File: src/rtl/rock_setpoint_ctrl_pkg.sv
`default_nettype none
// ============================================================================
//  Module      : rock_pkg
//  Description : Shared types and default constants for the cradle rocking
//                setpoint controller (state encoding, counter width, initial
//                and maximum setpoints, ramp prescaler divide).
//  Revision    : 1.0  initial release
// ============================================================================
package rock_pkg;

    typedef enum logic [1:0] {
        IDLE = 2'd0,
        RUN  = 2'd1,
        RAMP = 2'd2
    } state_t;

    localparam int c_def_w        = 3;
    localparam int c_def_f_init   = 5;
    localparam int c_def_a_init   = 5;
    localparam int c_def_f_max    = 7;
    localparam int c_def_a_max    = 7;
    localparam int c_def_ramp_div = 4;

endpackage : rock_pkg
`default_nettype wire

File: src/rtl/rock_setpoint_ctrl_if.sv
`default_nettype none
// ============================================================================
//  Module      : rock_setpoint_ctrl_if
//  Description : Operator command / setpoint bundle of the rocking controller.
//                master : drives start, stop, f_up, f_down, a_up, a_down;
//                         observes F, A, F0, AF0, busy, ramping, done.
//                slave  : the controller side (directions reversed).
//  Revision    : 1.0  initial release
// ============================================================================
interface rock_setpoint_ctrl_if #(
    parameter int W = 3
);
    logic         start;
    logic         stop;
    logic         f_up;
    logic         f_down;
    logic         a_up;
    logic         a_down;
    logic [W-1:0] F;
    logic [W-1:0] A;
    logic         F0;
    logic         AF0;
    logic         busy;
    logic         ramping;
    logic         done;

    modport master (
        output start, stop, f_up, f_down, a_up, a_down,
        input  F, A, F0, AF0, busy, ramping, done
    );

    modport slave (
        input  start, stop, f_up, f_down, a_up, a_down,
        output F, A, F0, AF0, busy, ramping, done
    );
endinterface : rock_setpoint_ctrl_if
`default_nettype wire

File: src/rtl/rock_setpoint_ctrl_counter.sv
`default_nettype none
// ============================================================================
//  Module      : sat_updown_counter
//  Description : W-bit up/down counter saturating at 0 and MAX (never wraps).
//                Ports: clk, reset (async, active-low, loads INIT),
//                load (reload INIT), inc / dec (operator step, both = hold),
//                dec_force (ramp step, overrides inc/dec), q (count).
//  Revision    : 1.0  initial release
// ============================================================================
module sat_updown_counter #(
    parameter int W    = 3,
    parameter int INIT = 5,
    parameter int MAX  = 7
) (
    input  wire logic         clk,
    input  wire logic         reset,
    input  wire logic         load,
    input  wire logic         inc,
    input  wire logic         dec,
    input  wire logic         dec_force,
    output logic [W-1:0]      q
);
    localparam logic [W-1:0] c_init = W'(INIT);
    localparam logic [W-1:0] c_max  = W'(MAX);
    localparam logic [W-1:0] c_zero = '0;
    localparam logic [W-1:0] c_one  = W'(1);

    logic [W-1:0] r_q;

    always_ff @(posedge clk or negedge reset) begin
        if (!reset) begin
            r_q <= c_init;
        end else if (load) begin
            r_q <= c_init;
        end else if (dec_force) begin
            if (r_q != c_zero) r_q <= r_q - c_one;
        end else if (inc && !dec) begin
            // Limit compare, not carry-out: MAX may be below 2^W-1.
            if (r_q < c_max) r_q <= r_q + c_one;
        end else if (dec && !inc) begin
            if (r_q != c_zero) r_q <= r_q - c_one;
        end
    end

    assign q = r_q;

endmodule : sat_updown_counter
`default_nettype wire

File: src/rtl/rock_setpoint_ctrl.sv
`default_nettype none
// ============================================================================
//  Module      : rock_setpoint_ctrl
//  Description : Frequency (F) / amplitude (A) setpoint controller for the
//                cradle drive with IDLE/RUN/RAMP start-stop sequencing.
//                A stop ramps A to 0 then F to 0, one step every RAMP_DIV
//                clocks, then pulses done and returns to IDLE.
//  Ports       : clk    - system clock (rising edge)
//                reset  - asynchronous reset, active low
//                bus    - rock_setpoint_ctrl_if.slave (commands in,
//                         F/A setpoints and status flags out)
//  Options     : ROCK_EDGE_DETECT_EN - rising-edge detect f_up/f_down/
//                a_up/a_down (one step per press) instead of level-sensitive.
//  Revision    : 1.0  initial release
// ============================================================================
module rock_setpoint_ctrl
    import rock_pkg::*;
#(
    parameter int W        = c_def_w,
    parameter int F_INIT   = c_def_f_init,
    parameter int A_INIT   = c_def_a_init,
    parameter int F_MAX    = c_def_f_max,
    parameter int A_MAX    = c_def_a_max,
    parameter int RAMP_DIV = c_def_ramp_div
) (
    input  wire logic          clk,
    input  wire logic          reset,
    rock_setpoint_ctrl_if.slave bus
);
    // Prescaler needs at least one bit even when RAMP_DIV == 1.
    localparam int              c_pw     = (RAMP_DIV > 1) ? $clog2(RAMP_DIV) : 1;
    localparam logic [c_pw-1:0] c_tc     = c_pw'(RAMP_DIV - 1);
    localparam logic [W-1:0]    c_zero_w = '0;

    state_t          r_state, w_state_nxt;
    logic [c_pw-1:0] r_presc, w_presc_nxt;
    logic            r_done,  w_done_nxt;

    logic            w_load;
    logic            w_f_inc, w_f_dec, w_f_force;
    logic            w_a_inc, w_a_dec, w_a_force;
    logic [W-1:0]    w_f_q, w_a_q;

    // {f_up, f_down, a_up, a_down} after optional edge detection
    logic [3:0]      w_btn;

`ifdef ROCK_EDGE_DETECT_EN
    logic [3:0]      r_btn_prev;

    // Previous-sample registers clear to 0 so a button already held at
    // reset release is seen as a press.
    always_ff @(posedge clk or negedge reset) begin
        if (!reset) r_btn_prev <= 4'b0000;
        else        r_btn_prev <= {bus.f_up, bus.f_down, bus.a_up, bus.a_down};
    end

    assign w_btn = {bus.f_up, bus.f_down, bus.a_up, bus.a_down} & ~r_btn_prev;
`else
    assign w_btn = {bus.f_up, bus.f_down, bus.a_up, bus.a_down};
`endif

    // ---------------- state registers ----------------
    always_ff @(posedge clk or negedge reset) begin
        if (!reset) begin
            r_state <= IDLE;
            r_presc <= '0;
            r_done  <= 1'b0;
        end else begin
            r_state <= w_state_nxt;
            r_presc <= w_presc_nxt;
            r_done  <= w_done_nxt;
        end
    end

    // ---------------- next state / counter controls ----------------
    always_comb begin
        w_state_nxt = r_state;
        w_presc_nxt = r_presc;
        w_done_nxt  = 1'b0;
        w_load      = 1'b0;
        w_f_inc     = 1'b0;
        w_f_dec     = 1'b0;
        w_f_force   = 1'b0;
        w_a_inc     = 1'b0;
        w_a_dec     = 1'b0;
        w_a_force   = 1'b0;

        case (r_state)
            IDLE: begin
                if (bus.start) begin
                    w_load      = 1'b1;
                    w_state_nxt = RUN;
                end
            end

            RUN: begin
                if (bus.stop) begin
                    // Commands arriving with stop are dropped.
                    w_state_nxt = RAMP;
                    w_presc_nxt = '0;
                end else begin
                    w_f_inc = w_btn[3];
                    w_f_dec = w_btn[2];
                    w_a_inc = w_btn[1];
                    w_a_dec = w_btn[0];
                end
            end

            RAMP: begin
                if (r_presc == c_tc) begin
                    w_presc_nxt = '0;
                    // Amplitude first, then frequency; both zero ends the ramp.
                    if (w_a_q != c_zero_w) begin
                        w_a_force = 1'b1;
                    end else if (w_f_q != c_zero_w) begin
                        w_f_force = 1'b1;
                    end else begin
                        w_state_nxt = IDLE;
                        w_done_nxt  = 1'b1;
                    end
                end else begin
                    w_presc_nxt = r_presc + 1'b1;
                end
            end

            default: begin
                w_state_nxt = IDLE;
                w_presc_nxt = '0;
            end
        endcase
    end

    // ---------------- setpoint counters ----------------
    sat_updown_counter #(
        .W    (W),
        .INIT (F_INIT),
        .MAX  (F_MAX)
    ) u_f_cnt (
        .clk       (clk),
        .reset     (reset),
        .load      (w_load),
        .inc       (w_f_inc),
        .dec       (w_f_dec),
        .dec_force (w_f_force),
        .q         (w_f_q)
    );

    sat_updown_counter #(
        .W    (W),
        .INIT (A_INIT),
        .MAX  (A_MAX)
    ) u_a_cnt (
        .clk       (clk),
        .reset     (reset),
        .load      (w_load),
        .inc       (w_a_inc),
        .dec       (w_a_dec),
        .dec_force (w_a_force),
        .q         (w_a_q)
    );

    // ---------------- outputs ----------------
    assign bus.F       = w_f_q;
    assign bus.A       = w_a_q;
    assign bus.F0      = (w_f_q == c_zero_w);
    assign bus.AF0     = (w_f_q == c_zero_w) && (w_a_q == c_zero_w);
    assign bus.busy    = (r_state == RUN) || (r_state == RAMP);
    assign bus.ramping = (r_state == RAMP);
    assign bus.done    = r_done;

endmodule : rock_setpoint_ctrl
`default_nettype wire

File: src/flat_wrapper.sv
// flat-port wrapper written by rule: the top's interface ports become plain ports
module rock_setpoint_ctrl_flat import rock_pkg::*;
#(
    parameter int W        = c_def_w,
    parameter int F_INIT   = c_def_f_init,
    parameter int A_INIT   = c_def_a_init,
    parameter int F_MAX    = c_def_f_max,
    parameter int A_MAX    = c_def_a_max,
    parameter int RAMP_DIV = c_def_ramp_div
)
  (clk, reset, bus_start, bus_stop, bus_f_up, bus_f_down, bus_a_up, bus_a_down, bus_F, bus_A, bus_F0, bus_AF0, bus_busy, bus_ramping, bus_done);
  rock_setpoint_ctrl_if #(.W(W)) bus_i ();
  input  wire logic clk;
  input  wire logic reset;
  input wire logic [$bits(bus_i.start)-1:0] bus_start;
  input wire logic [$bits(bus_i.stop)-1:0] bus_stop;
  input wire logic [$bits(bus_i.f_up)-1:0] bus_f_up;
  input wire logic [$bits(bus_i.f_down)-1:0] bus_f_down;
  input wire logic [$bits(bus_i.a_up)-1:0] bus_a_up;
  input wire logic [$bits(bus_i.a_down)-1:0] bus_a_down;
  output wire logic [$bits(bus_i.F)-1:0] bus_F;
  output wire logic [$bits(bus_i.A)-1:0] bus_A;
  output wire logic [$bits(bus_i.F0)-1:0] bus_F0;
  output wire logic [$bits(bus_i.AF0)-1:0] bus_AF0;
  output wire logic [$bits(bus_i.busy)-1:0] bus_busy;
  output wire logic [$bits(bus_i.ramping)-1:0] bus_ramping;
  output wire logic [$bits(bus_i.done)-1:0] bus_done;
  assign bus_i.start = bus_start;
  assign bus_i.stop = bus_stop;
  assign bus_i.f_up = bus_f_up;
  assign bus_i.f_down = bus_f_down;
  assign bus_i.a_up = bus_a_up;
  assign bus_i.a_down = bus_a_down;
  assign bus_F = bus_i.F;
  assign bus_A = bus_i.A;
  assign bus_F0 = bus_i.F0;
  assign bus_AF0 = bus_i.AF0;
  assign bus_busy = bus_i.busy;
  assign bus_ramping = bus_i.ramping;
  assign bus_done = bus_i.done;
  rock_setpoint_ctrl #(.W(W), .F_INIT(F_INIT), .A_INIT(A_INIT), .F_MAX(F_MAX), .A_MAX(A_MAX), .RAMP_DIV(RAMP_DIV)) u_core (.clk(clk), .reset(reset), .bus(bus_i));
endmodule
File: config.mk
export PLATFORM = sky130hd
export DESIGN_NAME = rock_setpoint_ctrl_flat
export DESIGN_NICKNAME = d
export VERILOG_FILES = /design/src/rtl/rock_setpoint_ctrl_pkg.sv /design/src/rtl/rock_setpoint_ctrl_if.sv /design/src/rtl/rock_setpoint_ctrl_counter.sv /design/src/rtl/rock_setpoint_ctrl.sv /design/src/flat_wrapper.sv
export SDC_FILE = /design/constraint.sdc
export NUM_CORES = 1
export LEC_CHECK = 0
export CORE_MARGIN = 2
export CORE_UTILIZATION = 50
export DETAILED_ROUTE_END_ITERATION = 8
export GPL_ROUTABILITY_DRIVEN = 0
export PLACE_DENSITY_LB_ADDON = 0.2
export SYNTH_ARGS = -nofsm -noshare
export SYNTH_HDL_FRONTEND = slang
export SYNTH_SLANG_ARGS = --single-unit
File: constraint.sdc
create_clock -name clk -period 2.6 [get_ports clk]
set_input_delay 0.26 -clock clk [delete_from_list [all_inputs] [get_ports clk]]
set_output_delay 0.26 -clock clk [all_outputs]
set_load 0.01 [all_outputs]
==> flow_summary.toml <==
[worst_setup_path]
crit_fanout = 8
cp_common_cell = "ha_1"
crit_chain = "inv_1 -> ha_1 -> nor2b_1 -> buf_4 -> and2_1 -> ha_1 -> a41oi_1 -> a21oi_2 -> a311oi_2 -> a21oi_1"
critPathArrivalTime_ns = 2.54
slowest_delay_ns = 0.38
crit_required_ns = 2.79
start_kind = "register"
end_kind = "register"
criticalPathCategory = "register to register"
slowest_stage = "dfrtp_1"

[timing]
holdWs_ns = 0.335
maxSlewViolCount = 0
hold_viol = 0
rsz0062_at_grt = "false"
period_needed_ns = 2.35
slew_headroom_pct = 64.5
skew_ns = 0.000927
fin_tns_setup_ns = 0
finalSetupViolations = 0
clock.fmax_mhz = 426
period_share_pct = 90.2
worstMarginPinSlew_ns = 0.531

[clocking]
post_cts_buffers = 0
cts_root_buf = "clkbuf_4"
cts_buffers = 3
cts_resized = 0
cts_buffer_depth = 2
clk_latency_ns = 0.27
cts_tree = "built"
cts-htree-levels = 1
clk_pin_slew_ns = 0.08
numClockSinks = 11
postCtsHoldBufs = 0

[status]
outcome = "completed"

[route]
wire_per_inst_um = 13.7
drt_iter0_markers = 32
drt_pass1_iterations = 4
vias = 813
vias_per_cell = 5.57
wl_mm = 2.00
ant_nets = 0
drcViolationCount = 0

[die]
die_area_mm2 = 0.00227
io_pins = 19
core_area_mm2 = 0.00176
num_rows = 15
initial_core_util_pct = 54.0
die_x_um = 47.7
chipHeight_um = 47.7

[placement]
io_buffers = 18
dp_hpwl_mm = 1.58

[yosys]
synthesis.nets = 119
avgSynthCellArea_um2 = 9.73
seq_area_frac_synth_pct = 29.4
synth_top_flop_cell = "dfrtp_1"
synth_top_area_share_pct = 18.4
ys_types = 37
synth_area_um2 = 953
ys_ff_latch = 11
ys_async_sr_fraction_pct = 100
netlist_instances = 98
synthTopCellsByArea = "dfrtp_1 18%, ha_1 17%, dfstp_2 11%"
synth_top_area_cell = "dfrtp_1"
ys_warn_count = 0
synth_edf_count = 0

[min_path]
hold_class = "input port to asynchronous set/reset pin"

[global_routing]
grt_pass1_vias = 801
grt_max_degree = 12
gr-total-overflow = 0
antenna_found_initial = 0
grt_usage_pct = 21.1
grt_pass1_wl_mm = 3.35

[cells_and_area]
drive_gt1_share_pct = 17.4
multi_input_area_um2 = 637
regArea_um2 = 280
final_nets = 143
num_antenna_cells = 0
fillers = 162
syn2layout_area_growth_pct = 25.7

[power_and_ir_drop]
ir_drop_mv = 0.553
power.static_leakage_nw = 0.528
p_per_area_mw_per_mm2 = 998

[job]
maxCapViolCount = 0
[cells by family after synthesis]
family	count (synthesis)	synth area share, %
multiplexers	4	4.46
XOR/XNOR	2	1.84
AND/OR/NAND/NOR	36	24.1
AO/OA/AOI/OAI	23	19.3
adder cells (fa/ha/maj)	13	17.1
buffers and inverters	9	3.81
flip-flops	11	29.4
[path summary, 6_finish.rpt]
path | from | end | slack [ns] | depth (start not counted)
setup reg to reg | u_core.r_state[1]$_DFFE_PN0P_ | u_core.u_f_cnt.q[2]$_DFFE_PN1P_ | 0.25 | 10
max in group asynchronous | reset | u_core.u_f_cnt.q[2]$_DFFE_PN1P_ | 1.90 | 1
hold reg to reg | u_core.r_presc[0]$_DFFE_PN0P_ | u_core.r_presc[0]$_DFFE_PN0P_ | 0.49 | 1
min in group clk | u_core.r_presc[0]$_DFFE_PN0P_ | u_core.r_presc[0]$_DFFE_PN0P_ | 0.49 | 1
hold / removal | reset | u_core.r_presc[1]$_DFFE_PN0P_ | 0.34 | 1
setup / recovery | u_core.r_state[1]$_DFFE_PN0P_ | u_core.u_f_cnt.q[2]$_DFFE_PN1P_ | 0.25 | 10
[flip-flops by register name (all words and copies together), names as in the netlist]
name	count
u_core.u_a_cnt.q	3
u_core.r_presc	2
u_core.u_f_cnt.q	3
u_core.bus.done	1
u_core.r_state	2
[critical path, delay by kind of cell (launching register included)]
family                     cells  cell delay [ns]
AOI/OAI and AO/OA              4             0.81
adders and majority gates      2             0.55
buffers and inverters          2             0.25
DFF                            1             0.38
and+or+nand+nor                2             0.29
[placed cells by master (no fill, tap or decap), types with 3 or more instances in the layout]
| master | synthesis | layout |
|---|---|---|
| and2_1 | 3 | 3 |
| clkbuf_4 | 0 | 3 |
| clkdlybuf4s50_1 | 0 | 18 |
| dfrtp_1 | 7 | 7 |
| dfstp_2 | 4 | 4 |
| ha_1 | 13 | 13 |
| inv_1 | 8 | 8 |
| nand2_1 | 10 | 10 |
| nand3_1 | 3 | 3 |
| nor2_1 | 3 | 3 |
| o21ai_0 | 4 | 4 |
| o21ai_1 | 3 | 3 |
| o22ai_1 | 3 | 3 |
[report_power, final]
part           switching, mW  internal [mW]
Combinational          0.367          0.373
Clock                 0.0622         0.0594
Sequential            0.0766          0.258
[stage by stage]
stage | util [%] | area, um2 | worst slack [ns] | std cells | power [mW]
floorplan | - | 953 | 0.411 | 98 | 0.833
global placement | 66.5 | 1170 | 0.398 | 142 | 1.05
detailed placement | 66.5 | 1170 | 0.307 | 142 | 1.08
CTS | 67.9 | 1200 | 0.296 | 146 | 1.21
global route | 67.9 | 1200 | 0.147 | 146 | 1.31
finish | 67.9 | 1200 | 0.254 | 146 | 1.20
[per-layer routing]
layer  routed length (um)  up-vias  track usage (%)
li1                     -      399                -
met4                   24        0             8.11
met5                    0        -                0
met1                  931      379             27.4
met3                  117        4             3.40
met2                  924       31             35.4
[cell type report]
class	count	share of cell area, %
Multi-Input combinational cell	78	53.1
Sequential cell	11	23.4
Timing Repair Buffer	19	15.7
Inverter	9	3.03
Tap cell	25	2.61
Clock buffer	4	2.19
[synthesized netlist by cell type (all sizes together), types with 2 or more instances]
cell	instances
dfrtp	7
mux2	2
nor2	4
a21oi	3
xnor2	2
nand2b	2
ha	13
nor2b	3
a211oi	2
o21ai	8
and2	3
nand4	2
nand2	12
dfstp	4
nand3b	2
nor3	3
inv	9
o22ai	3
nand3	3
mux2i	2
(Power assumes the default switching activity.)
